File: config.mk
export PLATFORM = sky130hd
export DESIGN_NAME = xbar_target_responder
export DESIGN_NICKNAME = d
export VERILOG_FILES = /design/src/rtl/xbar_target_responder.sv
export SDC_FILE = /design/constraint.sdc
export NUM_CORES = 1
export LEC_CHECK = 0
export ABC_AREA = 1
export CAP_MARGIN = 20
export CORE_MARGIN = 3
export CORE_UTILIZATION = 42
export DETAILED_ROUTE_END_ITERATION = 6
export PLACE_DENSITY = 0.91
export SYNTH_ARGS = -nofsm -noshare
export SYNTH_HDL_FRONTEND = slang
export SYNTH_SLANG_ARGS = --single-unit
File: constraint.sdc
create_clock -name clock -period 3.9 [get_ports clock]
set_input_delay 0.78 -clock clock [delete_from_list [all_inputs] [get_ports clock]]
set_output_delay 0.78 -clock clock [all_outputs]
set_load 0.005 [all_outputs]
File: src/rtl/xbar_target_responder.sv
// Target-side responder: latches the granted master's command, runs it on the memory back-end and returns a one-cycle acknowledge.
// Latency grant->mem_req 1 cycle, mem_ready->ack 1 cycle; mem_req is held until mem_ready; optional back-end timeout via TARGET_TIMEOUT_EN.
module xbar_target_responder #(
  parameter int AW          = 8,
  parameter int DW          = 32,
  parameter int TIMEOUT_CYC = 16
) (
  input  logic          clock,
  input  logic          reset_n,
  input  logic [1:0]    grant,
  input  logic [AW-1:0] m0_addr,
  input  logic [DW-1:0] m0_wdata,
  input  logic          m0_we,
  input  logic [AW-1:0] m1_addr,
  input  logic [DW-1:0] m1_wdata,
  input  logic          m1_we,
  output logic [1:0]    acknowledge,
  output logic [DW-1:0] rdata,
  output logic          error,
  output logic          mem_req,
  output logic          mem_we,
  output logic [AW-1:0] mem_addr,
  output logic [DW-1:0] mem_wdata,
  input  logic          mem_ready,
  input  logic [DW-1:0] mem_rdata
);

  typedef enum logic [1:0] {IDLE, ISSUE, ACK, RELEASE} state_t;

  typedef struct packed {
    logic [AW-1:0] addr;
    logic [DW-1:0] wdata;
    logic          we;
  } cmd_t;

  typedef logic [$clog2(TIMEOUT_CYC):0] cnt_t;

  state_t        state_q, state_d;
  cmd_t          cmd_q, cmd_d;
  logic          idx_q, idx_d;
  logic          req_q, req_d;
  logic [1:0]    ack_q, ack_d;
  logic [DW-1:0] rdata_q, rdata_d;
  logic          err_d;

`ifdef TARGET_TIMEOUT_EN
  cnt_t cnt_q, cnt_d;
  logic err_q;
`endif

  always_comb begin
    state_d = state_q;
    cmd_d   = cmd_q;
    idx_d   = idx_q;
    req_d   = req_q;
    ack_d   = 2'b00;
    rdata_d = '0;
    err_d   = 1'b0;
`ifdef TARGET_TIMEOUT_EN
    cnt_d   = cnt_q;
`endif
    case (state_q)
      IDLE: begin
        // 2'b11 is an illegal grant and is ignored along with 2'b00
        if (grant == 2'b01) begin
          idx_d   = 1'b0;
          cmd_d   = '{addr: m0_addr, wdata: m0_wdata, we: m0_we};
          req_d   = 1'b1;
          state_d = ISSUE;
        end else if (grant == 2'b10) begin
          idx_d   = 1'b1;
          cmd_d   = '{addr: m1_addr, wdata: m1_wdata, we: m1_we};
          req_d   = 1'b1;
          state_d = ISSUE;
        end
`ifdef TARGET_TIMEOUT_EN
        cnt_d = '0;
`endif
      end
      ISSUE: begin
        if (mem_ready) begin
          req_d   = 1'b0;
          ack_d   = idx_q ? 2'b10 : 2'b01;
          rdata_d = cmd_q.we ? '0 : mem_rdata;
          state_d = ACK;
        end
`ifdef TARGET_TIMEOUT_EN
        else if (cnt_q == cnt_t'(TIMEOUT_CYC - 1)) begin
          req_d   = 1'b0;
          ack_d   = idx_q ? 2'b10 : 2'b01;
          err_d   = 1'b1;
          state_d = ACK;
        end else begin
          cnt_d = cnt_q + 1'b1;
        end
`endif
      end
      ACK: state_d = RELEASE;
      // Hold off until the arbiter drops the grant so a stale grant cannot re-issue
      RELEASE: if (grant == 2'b00) state_d = IDLE;
      default: state_d = IDLE;
    endcase
  end

  always_ff @(posedge clock or negedge reset_n) begin
    if (!reset_n) begin
      state_q <= IDLE;
      cmd_q   <= '0;
      idx_q   <= 1'b0;
      req_q   <= 1'b0;
      ack_q   <= 2'b00;
      rdata_q <= '0;
    end else begin
      state_q <= state_d;
      cmd_q   <= cmd_d;
      idx_q   <= idx_d;
      req_q   <= req_d;
      ack_q   <= ack_d;
      rdata_q <= rdata_d;
    end
  end

`ifdef TARGET_TIMEOUT_EN
  always_ff @(posedge clock or negedge reset_n) begin
    if (!reset_n) begin
      cnt_q <= '0;
      err_q <= 1'b0;
    end else begin
      cnt_q <= cnt_d;
      err_q <= err_d;
    end
  end
  assign error = err_q;
`else
  assign error = err_d & 1'b0;
`endif

  assign acknowledge = ack_q;
  assign rdata       = rdata_q;
  assign mem_req     = req_q;
  assign mem_we      = cmd_q.we;
  assign mem_addr    = cmd_q.addr;
  assign mem_wdata   = cmd_q.wdata;

endmodule

==> results.md, run 1 <==
* Status: finished clean
* Fin nets at 727
* Clk sink count at 79
* RSZ-0062 raised after global routing: no
* CP delay by family, top: buffers and inverters
* Most common cell on crit path: nand2_1
* CTS tree: yes
* Met1 Routed Length at 3795 um
* Hold Buf Count CTS at 0
* Drt initial violations at 142
* RD Place Congestion at 0.8372
* Clock-pin slew on the worst setup and hold paths at 0.10 ns
* CTS resizes at 0
* Cells taking the most area after synthesis: dfrtp_1 (56%), nand2_1 (15%), inv_1 (9.0%)
* Top Ports at 196
* Num CTS Buffers at 9
* Largest net degree at the start of global routing at 84
* DP Worst Slack at 1.224 ns
* H-tree Lvls at 3
* Pins Over Slew Limit at 0
* Final hold vios at 0
* Final Setup Violations at 0
* Max_slew headroom at 47.22%
* CP max stage delay at 0.55 ns
* Die Area at 0.009584 mm2
* Layout cells sized above 1 at 6.271%
* WP buf/inv at 3
* Total gr overflow at 0
* Setup TNS at 0 ns
* Critical Path AT at 2.58 ns
* Synth unique cells at 17
* Layout Utilization at 71.72%
* Pre-antenna DRT Iters at 4
* Commonest non-fill, non-tap cell in the layout: clkdlybuf4s50_1
* Starting Density at 44.52%
* Area Growth Syn to Fin at 61.09%
* Synth Cell Area at 0.003547 mm2
* PwrDens at 536.2 mW/mm2
* Met3 WL at 690 um
* CP Capture Type: register
* I/O Buffers at 194
* Core area at 0.007968 mm2
* Vias in the first global route at 3390
* Final setup margin at 1.594 ns
* Synth Warn # at 0
* Number of setup buffers added after CTS at 0
* Synth Area per Inst at 8.568 um2
* Crit share post-route at 59.13%
* Die Ht at 97.90 um
* Post-synthesis net count at 540
* R2R depth at 6
* Largest area contributor in the netlist: dfrtp_1
* Die W at 97.90 um
* Max Cap Viol at 0
* Slew @ Worst Pin at 0.7917 ns
* Register area share after synthesis at 55.73%
* WS Path Type: input port to register
* Power consumption at 3.064 mW
* # DRC at 0
* WP data required at 4.17 ns
* Instance count on the critical path at 7
* Antenna-violating nets left at 0
* Vias/cell at 4.679
* Post-synth top area share at 55.73%
* Total wire length at 10110 um
* First-pass GRT wire length at 16190 um
* Register bit total from synthesis at 79
* Most frequent cells in the layout: clkdlybuf4s50_1 (193), nand2_1 (138), inv_1 (85)
* Gr usage total at 21.02%
* Clock buffer depth at 2
* Crit path max fanout at 42
* Worst setup SP type: input port
* Wire per inst at 14.28 um
* Root buf cell: clkbuf_8
* Top sig layer: met4
* Rows at 32
* Post-DP HPWL at 7464 um
* Crit path time final at 2.306 ns
* Slowest CP cell: inv_2
* Post-Syn Instances at 414
* Clock Skew at 0.01496 ns
* Worst skew pair latency at 0.35 ns
* Crit-path cells: clkdlybuf4s50_1 > inv_1 > ha_1 > nand2_1 > inv_2 > o211ai_1 > nand2_1
* Leak at 2.882 nW
* Ant diodes at 0
* Worst min-delay path class: input port to async pin
* Via Count at 3313
* Initial antenna violation count at 0
* Peak Freq at 0.4337 GHz
* Max VDD drop at 0.0003374 V
* Met2 wire len at 5505 um
* FILL cells at 577
final cells by class:
| cell class | count | area (um2) | share of cell area (%) |
|---|---|---|---|
| inverters | 86 | 322.8 | 5.649 |
| flip-flops and latches | 79 | 1977 | 34.60 |
| well taps | 102 | 127.6 | 2.233 |
| clock inverters | 7 | 55.05 | 0.9634 |
| repair buffers | 198 | 1989 | 34.82 |
| multi-input cells | 227 | 1119 | 19.58 |
| clock buffers | 9 | 123.9 | 2.168 |
cells in the mapped netlist:
cell        n
nand2_1   138
inv_1      85
dfrtp_1    79
o211ai_1   41
nor2_1     19
nor2_2     15
buf_2      12
ha_1        7
clkbuf_1    5
buf_6       4
nand3_1     2
nand4_1     2
buf_4       1
conb_1      1
inv_2       1
o21ai_0     1
or2_1       1
flip-flops by register name, indices dropped and copies added, names as in the netlist:
signal and count:
acknowledge 2, rdata 32, mem_we 1, idx_q 1, mem_req 1, state_q 2
mem_wdata 32, mem_addr 8
worst reg2reg max path, cell delays in order, from the launching register on:
cell      delay [ns]
dfrtp_1         0.43
inv_1           0.12
ha_1            0.21
nand2_1         0.09
inv_2           0.55
o211ai_1        0.23
nand2_1         0.13
kinds of logic (layout without fill, tap and decap cells):
kind of cell / count (synthesis) / count (layout) / share of synthesized area [%]
compound gates: 42 / 42 / 8.818
buf+inv: 108 / 300 / 12.80
simple gates: 177 / 177 / 20.07
other cells: 1 / 1 / 0.1057
fa+ha+maj: 7 / 7 / 2.469
flops: 79 / 79 / 55.73
through the flow:
stage          cell area, um2  cells  hold WS, ns
2_1_floorplan            3547    414       0.4239
3_3_place_gp             5508    691       0.4406
3_5_place_dp             5508    691       0.4505
4_1_cts                  5687    707       0.4682
5_1_grt                  5714    708       0.3657
6_report                 5714    708       0.3515
power by group:
| part | switching [mW] | leakage, nW | total [mW] | internal, mW |
|---|---|---|---|---|
| Clock | 0.324 | 0.0866 | 0.562 | 0.238 |
| Sequential | 0.143 | 1.02 | 1.23 | 1.09 |
| Combinational | 0.552 | 1.77 | 1.27 | 0.717 |
final timing paths:
kind,from,slack [ns],endpoint
worst max register to register,state_q[1]$_DFFE_PN0P_,2.08,mem_wdata[13]$_DFFE_PN0P_
worst max-delay path,grant[0],1.59,mem_wdata[13]$_DFFE_PN0P_
max in group asynchronous,reset_n,2.95,mem_we$_DFFE_PN0P_
worst min register to register,idx_q$_DFFE_PN0P_,0.47,acknowledge[0]$_DFF_PN0_
worst min-delay path,reset_n,0.35,rdata[10]$_DFF_PN0_
min in group clock,idx_q$_DFFE_PN0P_,0.47,acknowledge[0]$_DFF_PN0_
per-layer routing:
metal / global-route usage [%] / up-vias
met5: 0 / -
met4: 6.709 / 0
met3: 5.571 / 11
met2: 38.59 / 137
met1: 23.61 / 1561
li1: - / 1604
(Power assumes the default switching activity.)
==> inputs of run 2 (changes only) <==
--- a/config.mk
+++ b/config.mk
@@ -8,9 +8,9 @@
 export ABC_AREA = 1
 export CAP_MARGIN = 20
 export CORE_MARGIN = 3
-export CORE_UTILIZATION = 42
+export CORE_UTILIZATION = 39
 export DETAILED_ROUTE_END_ITERATION = 6
-export PLACE_DENSITY = 0.91
+export PLACE_DENSITY = 0.86
 export SYNTH_ARGS = -nofsm -noshare
 export SYNTH_HDL_FRONTEND = slang
 export SYNTH_SLANG_ARGS = --single-unit
==> constraint.sdc (replaced) <==
create_clock -name clock -period 2.3 [get_ports clock]
set_input_delay 0.46 -clock clock [delete_from_list [all_inputs] [get_ports clock]]
set_output_delay 0.46 -clock clock [all_outputs]
set_load 0.005 [all_outputs]
==> run 2 against run 1 <==
  * Wire length rose by 1.5%
  * Total power increased by 80%
  * Clock-buffer cell count rose by 1
  * Die area rose by 7.2%
  * Via count is 1.5% lower
  * Critical path depth is the same
  * Cell count grew 0.85%
  * Clock skew down 0.0068 ns
  * Non-clock buffer count unchanged
  * Sequential cell count unchanged
  * Clock power increased by 130%
==> results.md, run 2 (synthesis results as in run 1) <==
* I/O Buffers at 194 (unchanged)
* Critical Path Start: grant[0]
* Hold Buf Count CTS at 0 (unchanged)
* Wire per inst at 14.37 um (+0.65%)
* # DRC at 0 (unchanged)
* Final hold vios at 0 (unchanged)
* Via Count at 3262 (-1.5%)
* Drt initial violations at 156 (+9.9%)
* Clock Skew at 0.008142 ns (-0.006819 ns)
* Die W at 101.4 um (+3.5%)
* Clk sink count at 79 (unchanged)
* Area Growth Syn to Fin at 63.28%
* Core area at 0.008763 mm2 (+10%)
* Clock-pin slew on the worst setup and hold paths at 0.09 ns (about the same)
* Initial antenna violation count at 0 (unchanged)
* Power consumption at 5.514 mW (+80%)
* Clock buffer depth at 2 (unchanged)
* Ant diodes at 0 (unchanged)
* Slowest CP cell: inv_2
* Leak at 2.917 nW (+1.2%)
* Finished Cell Area at 0.005792 mm2 (+1.4%)
* Cell Area, Placed at 0.005548 mm2 (+0.73%)
* Number of setup buffers added after CTS at 0 (unchanged)
* Max Cap Viol at 0 (unchanged)
* Final Setup Violations at 0 (unchanged)
* Rows at 34 (+6.3%)
* Vias in the first global route at 3418 (+0.83%)
* RD Place Congestion at 0.8105 (-3.2%)
* CP Capture Type: register
* Reg2reg setup slack at 0.46 ns (-1.62 ns)
* R2r startpoint: state_q[0]$_DFFE_PN0P_
* Layout cells sized above 1 at 6.106% (-0.17 points)
* Most frequent cells in the layout: clkdlybuf4s50_1 (193), nand2_1 (138), inv_1 (85)
* CP Capture Point: mem_wdata[15]$_DFFE_PN0P_
* R2R depth at 6 (unchanged)
* Largest net degree at the start of global routing at 84 (unchanged)
* Status: finished clean
* Worst R2R End: mem_wdata[15]$_DFFE_PN0P_
* Worst min-delay path class: input port to async pin
* Root buf cell: clkbuf_8
* Total wire length at 10260 um (+1.5%)
* CP max stage delay at 0.54 ns (about the same)
* Max VDD drop at 0.0008590 V (+150%)
* Worst setup SP type: input port
* Crit path max fanout at 42 (unchanged)
* Peak Freq at 0.5034 GHz
* PwrDens at 952.1 mW/mm2 (+78%)
* CTS tree: yes
* Fin nets at 727 (unchanged)
* Die Ht at 101.4 um (+3.5%)
* Crit-path cells: clkdlybuf4s50_1 > inv_1 > ha_1 > nand2_1 > inv_2 > o211ai_1 > nand2_1
* Max_slew headroom at 49.75% (+2.5 points)
* Die Area at 0.01028 mm2 (+7.2%)
* Worst skew pair latency at 0.35 ns (about the same)
* Crit path time final at 1.987 ns
* Starting Density at 40.48% (-4.0 points)
* CTS resizes at 0 (unchanged)
* Slew @ Worst Pin at 0.7537 ns (-0.03793 ns)
* Most common cell on crit path: nand2_1
* H-tree Lvls at 3 (unchanged)
* Antenna-violating nets left at 0 (unchanged)
* Vias/cell at 4.569 (-2.4%)
* WS Path Type: input port to register
* WP data required at 2.58 ns (-1.59 ns)
* Top Ports at 196 (unchanged)
* Setup TNS at 0 ns (unchanged)
* Gr usage total at 20.25% (-0.77 points)
* Crit share post-route at 86.37%
* Commonest non-fill, non-tap cell in the layout: clkdlybuf4s50_1
* Total gr overflow at 0 (unchanged)
* Post-DP HPWL at 7618 um (+2.1%)
* First-pass GRT wire length at 16440 um (+1.5%)
* RSZ-0062 raised after global routing: no
* Num CTS Buffers at 9 (unchanged)
* Pre-antenna DRT Iters at 4 (unchanged)
* Pins Over Slew Limit at 0 (unchanged)
* Critical Path AT at 2.27 ns (-0.31 ns)
run 2: cell types whose count changed in the layout (fill, tap and decap cells not counted):
cell        before  now
buf_16           1    0
buf_12           0    2
inv_6            3    1
clkinvlp_4       2    0
bufinv_16        0    3
buf_4            4    3
clkinv_4         1    2
clkinv_2         1    0
clkbuf_1         0    1
run 2: critical path, delay by kind of cell:
family / cells / cell delay [ns]
and+or+nand+nor: 2 / 0.18
adders and majority gates: 1 / 0.29
AOI/OAI and AO/OA: 1 / 0.22
buffers and inverters: 3 / 1.07
run 2: worst min path at each step:
stage,endpoint,cells past startpoint,slack [ns],start
final,rdata[12]$_DFF_PN0_,1,0.06,reset_n
after global routing,rdata[15]$_DFF_PN0_,1,0.09,reset_n
after CTS,rdata[12]$_DFF_PN0_,1,0.06,reset_n
after detailed placement,rdata[12]$_DFF_PN0_,1,0.46,reset_n
after global placement,rdata[12]$_DFF_PN0_,1,0.44,reset_n
after floorplan,acknowledge[0]$_DFF_PN0_,0,0.16,reset_n
run 2: layer usage:
| metal | part of all wire, % | GRT usage, % | vias up |
|---|---|---|---|
| li1 | - | - | 1608 |
| met1 | 37 | 22.79 | 1515 |
| met2 | 54 | 37.12 | 117 |
| met3 | 6.2 | 4.132 | 22 |
| met4 | 2.5 | 8.282 | 0 |
| met5 | 0 | 0 | - |
run 2: power breakdown:
| group | leakage (nW) | switching, mW | internal [mW] | total [mW] |
|---|---|---|---|---|
| registers | 1.02 | 0.252 | 1.85 | 2.10 |
| logic | 1.77 | 0.931 | 1.22 | 2.15 |
| clock network | 0.121 | 0.538 | 0.730 | 1.27 |
run 2: layout make-up:
cell class / count / area (um2)
fillers: 711 / 2972
repair buffers: 198 / 1994
clock buffers: 10 / 127.6
multi-input cells: 227 / 1119
flip-flops and latches: 79 / 1977
clock inverters: 6 / 116.4
well taps: 108 / 135.1
inverters: 86 / 322.8
run 2: per-stage QoR:
stage	utilization, %	hold WS, ns	cells	setup slack [ns]
3_5_place_dp	63.31	0.4557	698	-0.02765
4_1_cts	66.09	0.06071	714	0.3351
2_1_floorplan	-	0.1644	414	0.8611
6_report	66.09	0.05618	714	0.3134
3_3_place_gp	63.31	0.4407	698	0.05663
5_1_grt	66.09	0.09051	714	0.1414
==> inputs of run 3 (changes only) <==
--- a/config.mk
+++ b/config.mk
@@ -10,7 +10,7 @@
 export CORE_MARGIN = 3
 export CORE_UTILIZATION = 39
 export DETAILED_ROUTE_END_ITERATION = 6
-export PLACE_DENSITY = 0.86
+export PLACE_DENSITY = 0.81
 export SYNTH_ARGS = -nofsm -noshare
 export SYNTH_HDL_FRONTEND = slang
 export SYNTH_SLANG_ARGS = --single-unit
==> run 3 against run 2 <==
  * Setup slack better by 0.036 ns
  * Hold slack worse by 0.0083 ns
  * Register-to-register slack better by 0.06 ns
  * Core utilization down 0.56 points
  * Cell count up 0.14%
  * Die area unchanged
  * Clock power down 22%
  * First-iteration DRC count down 0.64%
  * Clock-buffer cell count unchanged
  * Sequential share of layout area up 0.29 points
  * Sequential cell count unchanged
  * Largest cell class unchanged
  * Largest power group unchanged
==> results.md, run 3 (synthesis results as in run 1) <==
* Final setup margin at 0.3490 ns (+0.03555 ns)
* # DRC at 0 (unchanged)
* Total gr overflow at 0 (unchanged)
* Max VDD drop at 0.0005611 V (-35%)
* Status: finished clean
* Die Area at 0.01028 mm2 (unchanged)
* WP data required at 2.58 ns (about the same)
* First-pass GRT wire length at 15350 um (-6.6%)
* CTS tree: yes
* Clk sink count at 79 (unchanged)
* Wire per inst at 13.96 um (-2.9%)
* Final hold vios at 0 (unchanged)
* Worst min-delay path class: input port to async pin
* Hold Buf Count CTS at 0 (unchanged)
* Layout cells sized above 1 at 6.425% (+0.32 points)
* FF+latch area at 0.001977 mm2 (unchanged)
* Largest net degree at the start of global routing at 53 (-37%)
* Die W at 101.4 um (unchanged)
* Commonest non-fill, non-tap cell in the layout: clkdlybuf4s50_1
* DP Worst Slack at -0.01130 ns (+0.01635 ns)
* Leak at 2.891 nW (-0.89%)
* Critical Path AT at 2.23 ns (-0.04 ns)
* Pins Over Slew Limit at 0 (unchanged)
* Vias in the first global route at 3143 (-8.0%)
* Slew @ Worst Pin at 0.7311 ns (-0.02268 ns)
* Initial antenna violation count at 0 (unchanged)
* Crit path time final at 1.951 ns (-0.03555 ns)
* Worst setup SP type: input port
* RSZ-0062 raised after global routing: no
* Number of setup buffers added after CTS at 0 (unchanged)
* FILL cells at 716 (+0.70%)
* Gr usage total at 18.94% (-1.3 points)
* Die Ht at 101.4 um (unchanged)
* Ant diodes at 0 (unchanged)
* Hold slack final at 0.04785 ns (-0.008330 ns)
* Vias/cell at 4.625 (+1.2%)
* Top Ports at 196 (unchanged)
* CP Capture Type: register
* Clock buffer depth at 2 (unchanged)
* Antenna-violating nets left at 0 (unchanged)
* Core area at 0.008763 mm2 (unchanged)
* Fin nets at 728 (+0.14%)
* Clock Skew at 0.01480 ns (+0.006656 ns)
* Rows at 34 (unchanged)
* Root buf cell: clkbuf_8
* WS Path Type: input port to register
* Post-DP HPWL at 7404 um (-2.8%)
* H-tree Lvls at 3 (unchanged)
* Max Cap Viol at 0 (unchanged)
* Area Growth Syn to Fin at 61.90%
* Drt initial violations at 155 (-0.64%)
* RD Place Congestion at 0.8087 (-0.22%)
* Via Count at 3307 (+1.4%)
* Most frequent cells in the layout: clkdlybuf4s50_1 (193), nand2_1 (138), inv_1 (85)
* Peak Freq at 0.5125 GHz (+1.8%)
* PwrDens at 909.4 mW/mm2 (-4.5%)
* Pre-antenna DRT Iters at 5 (+1)
* I/O Buffers at 194 (unchanged)
* Multi-input gate area at 0.001119 mm2 (unchanged)
* Clock-pin slew on the worst setup and hold paths at 0.09 ns (about the same)
* Crit share post-route at 84.83% (-1.5 points)
* Total wire length at 9982 um (-2.7%)
* Crit path max fanout at 42 (unchanged)
* Final Setup Violations at 0 (unchanged)
* Starting Density at 40.48% (unchanged)
* Worst skew pair latency at 0.35 ns (about the same)
* CTS resizes at 0 (unchanged)
* Max_slew headroom at 51.19% (+1.4 points)
* Num CTS Buffers at 9 (unchanged)
-- run 3: path summary, 6_finish.rpt --
kind	end	depth (start not counted)	slack, ns	start
worst max-delay path	mem_wdata[13]$_DFFE_PN0P_	7	0.35	grant[0]
worst min-delay path	rdata[7]$_DFF_PN0_	1	0.05	reset_n
worst max register to register	mem_wdata[13]$_DFFE_PN0P_	6	0.52	state_q[0]$_DFFE_PN0P_
worst min register to register	acknowledge[0]$_DFF_PN0_	1	0.47	idx_q$_DFFE_PN0P_
max in group asynchronous	state_q[0]$_DFFE_PN0P_	2	1.61	reset_n
min in group clock	acknowledge[0]$_DFF_PN0_	1	0.47	idx_q$_DFFE_PN0P_
-- run 3: report_power, final --
group	leakage, nW	switching, mW	total (mW)	internal [mW]
sequential	1.02	0.248	2.10	1.85
combinational	1.78	0.915	2.13	1.22
clock	0.0899	0.560	0.996	0.435
-- run 3: metrics by stage --
| stage | total power, mW | TNS, ns | instances | cell area (um2) | util [%] |
|---|---|---|---|---|---|
| CTS | 5.295 | 0 | 715 | 5743 | 65.53 |
| finish | 5.223 | 0 | 715 | 5743 | 65.53 |
| global route | 5.601 | 0 | 715 | 5743 | 65.53 |
| global placement | 4.193 | 0 | 699 | 5555 | 63.39 |
| detailed placement | 4.274 | -0.02277 | 699 | 5555 | 63.39 |
| floorplan | 2.971 | 0 | 414 | 3547 | - |
-- run 3: worst max-delay path, cell delays in order --
cell and delay [ns]:
clkdlybuf4s50_1 0.48, inv_1 0.05, ha_1 0.29, nand2_1 0.08, inv_2 0.53, o211ai_1 0.20
nand2_1 0.10
-- run 3: area by class of cell --
| cell class | instances | area share [%] |
|---|---|---|
| Clock inverter | 6 | 0.8715 |
| Inverter | 86 | 5.621 |
| Clock buffer | 10 | 2.397 |
| Sequential cell | 79 | 34.42 |
| Timing Repair Buffer | 199 | 34.86 |
| Tap cell | 108 | 2.353 |
| Multi-Input combinational cell | 227 | 19.48 |
-- run 3: per-layer routing --
layer	up-vias	track usage, %	wire, um
met4	0	5.215	170
li1	1607	-	-
met2	119	33.70	5317
met1	1567	23.14	3865
met5	-	0	0
met3	14	4.132	629
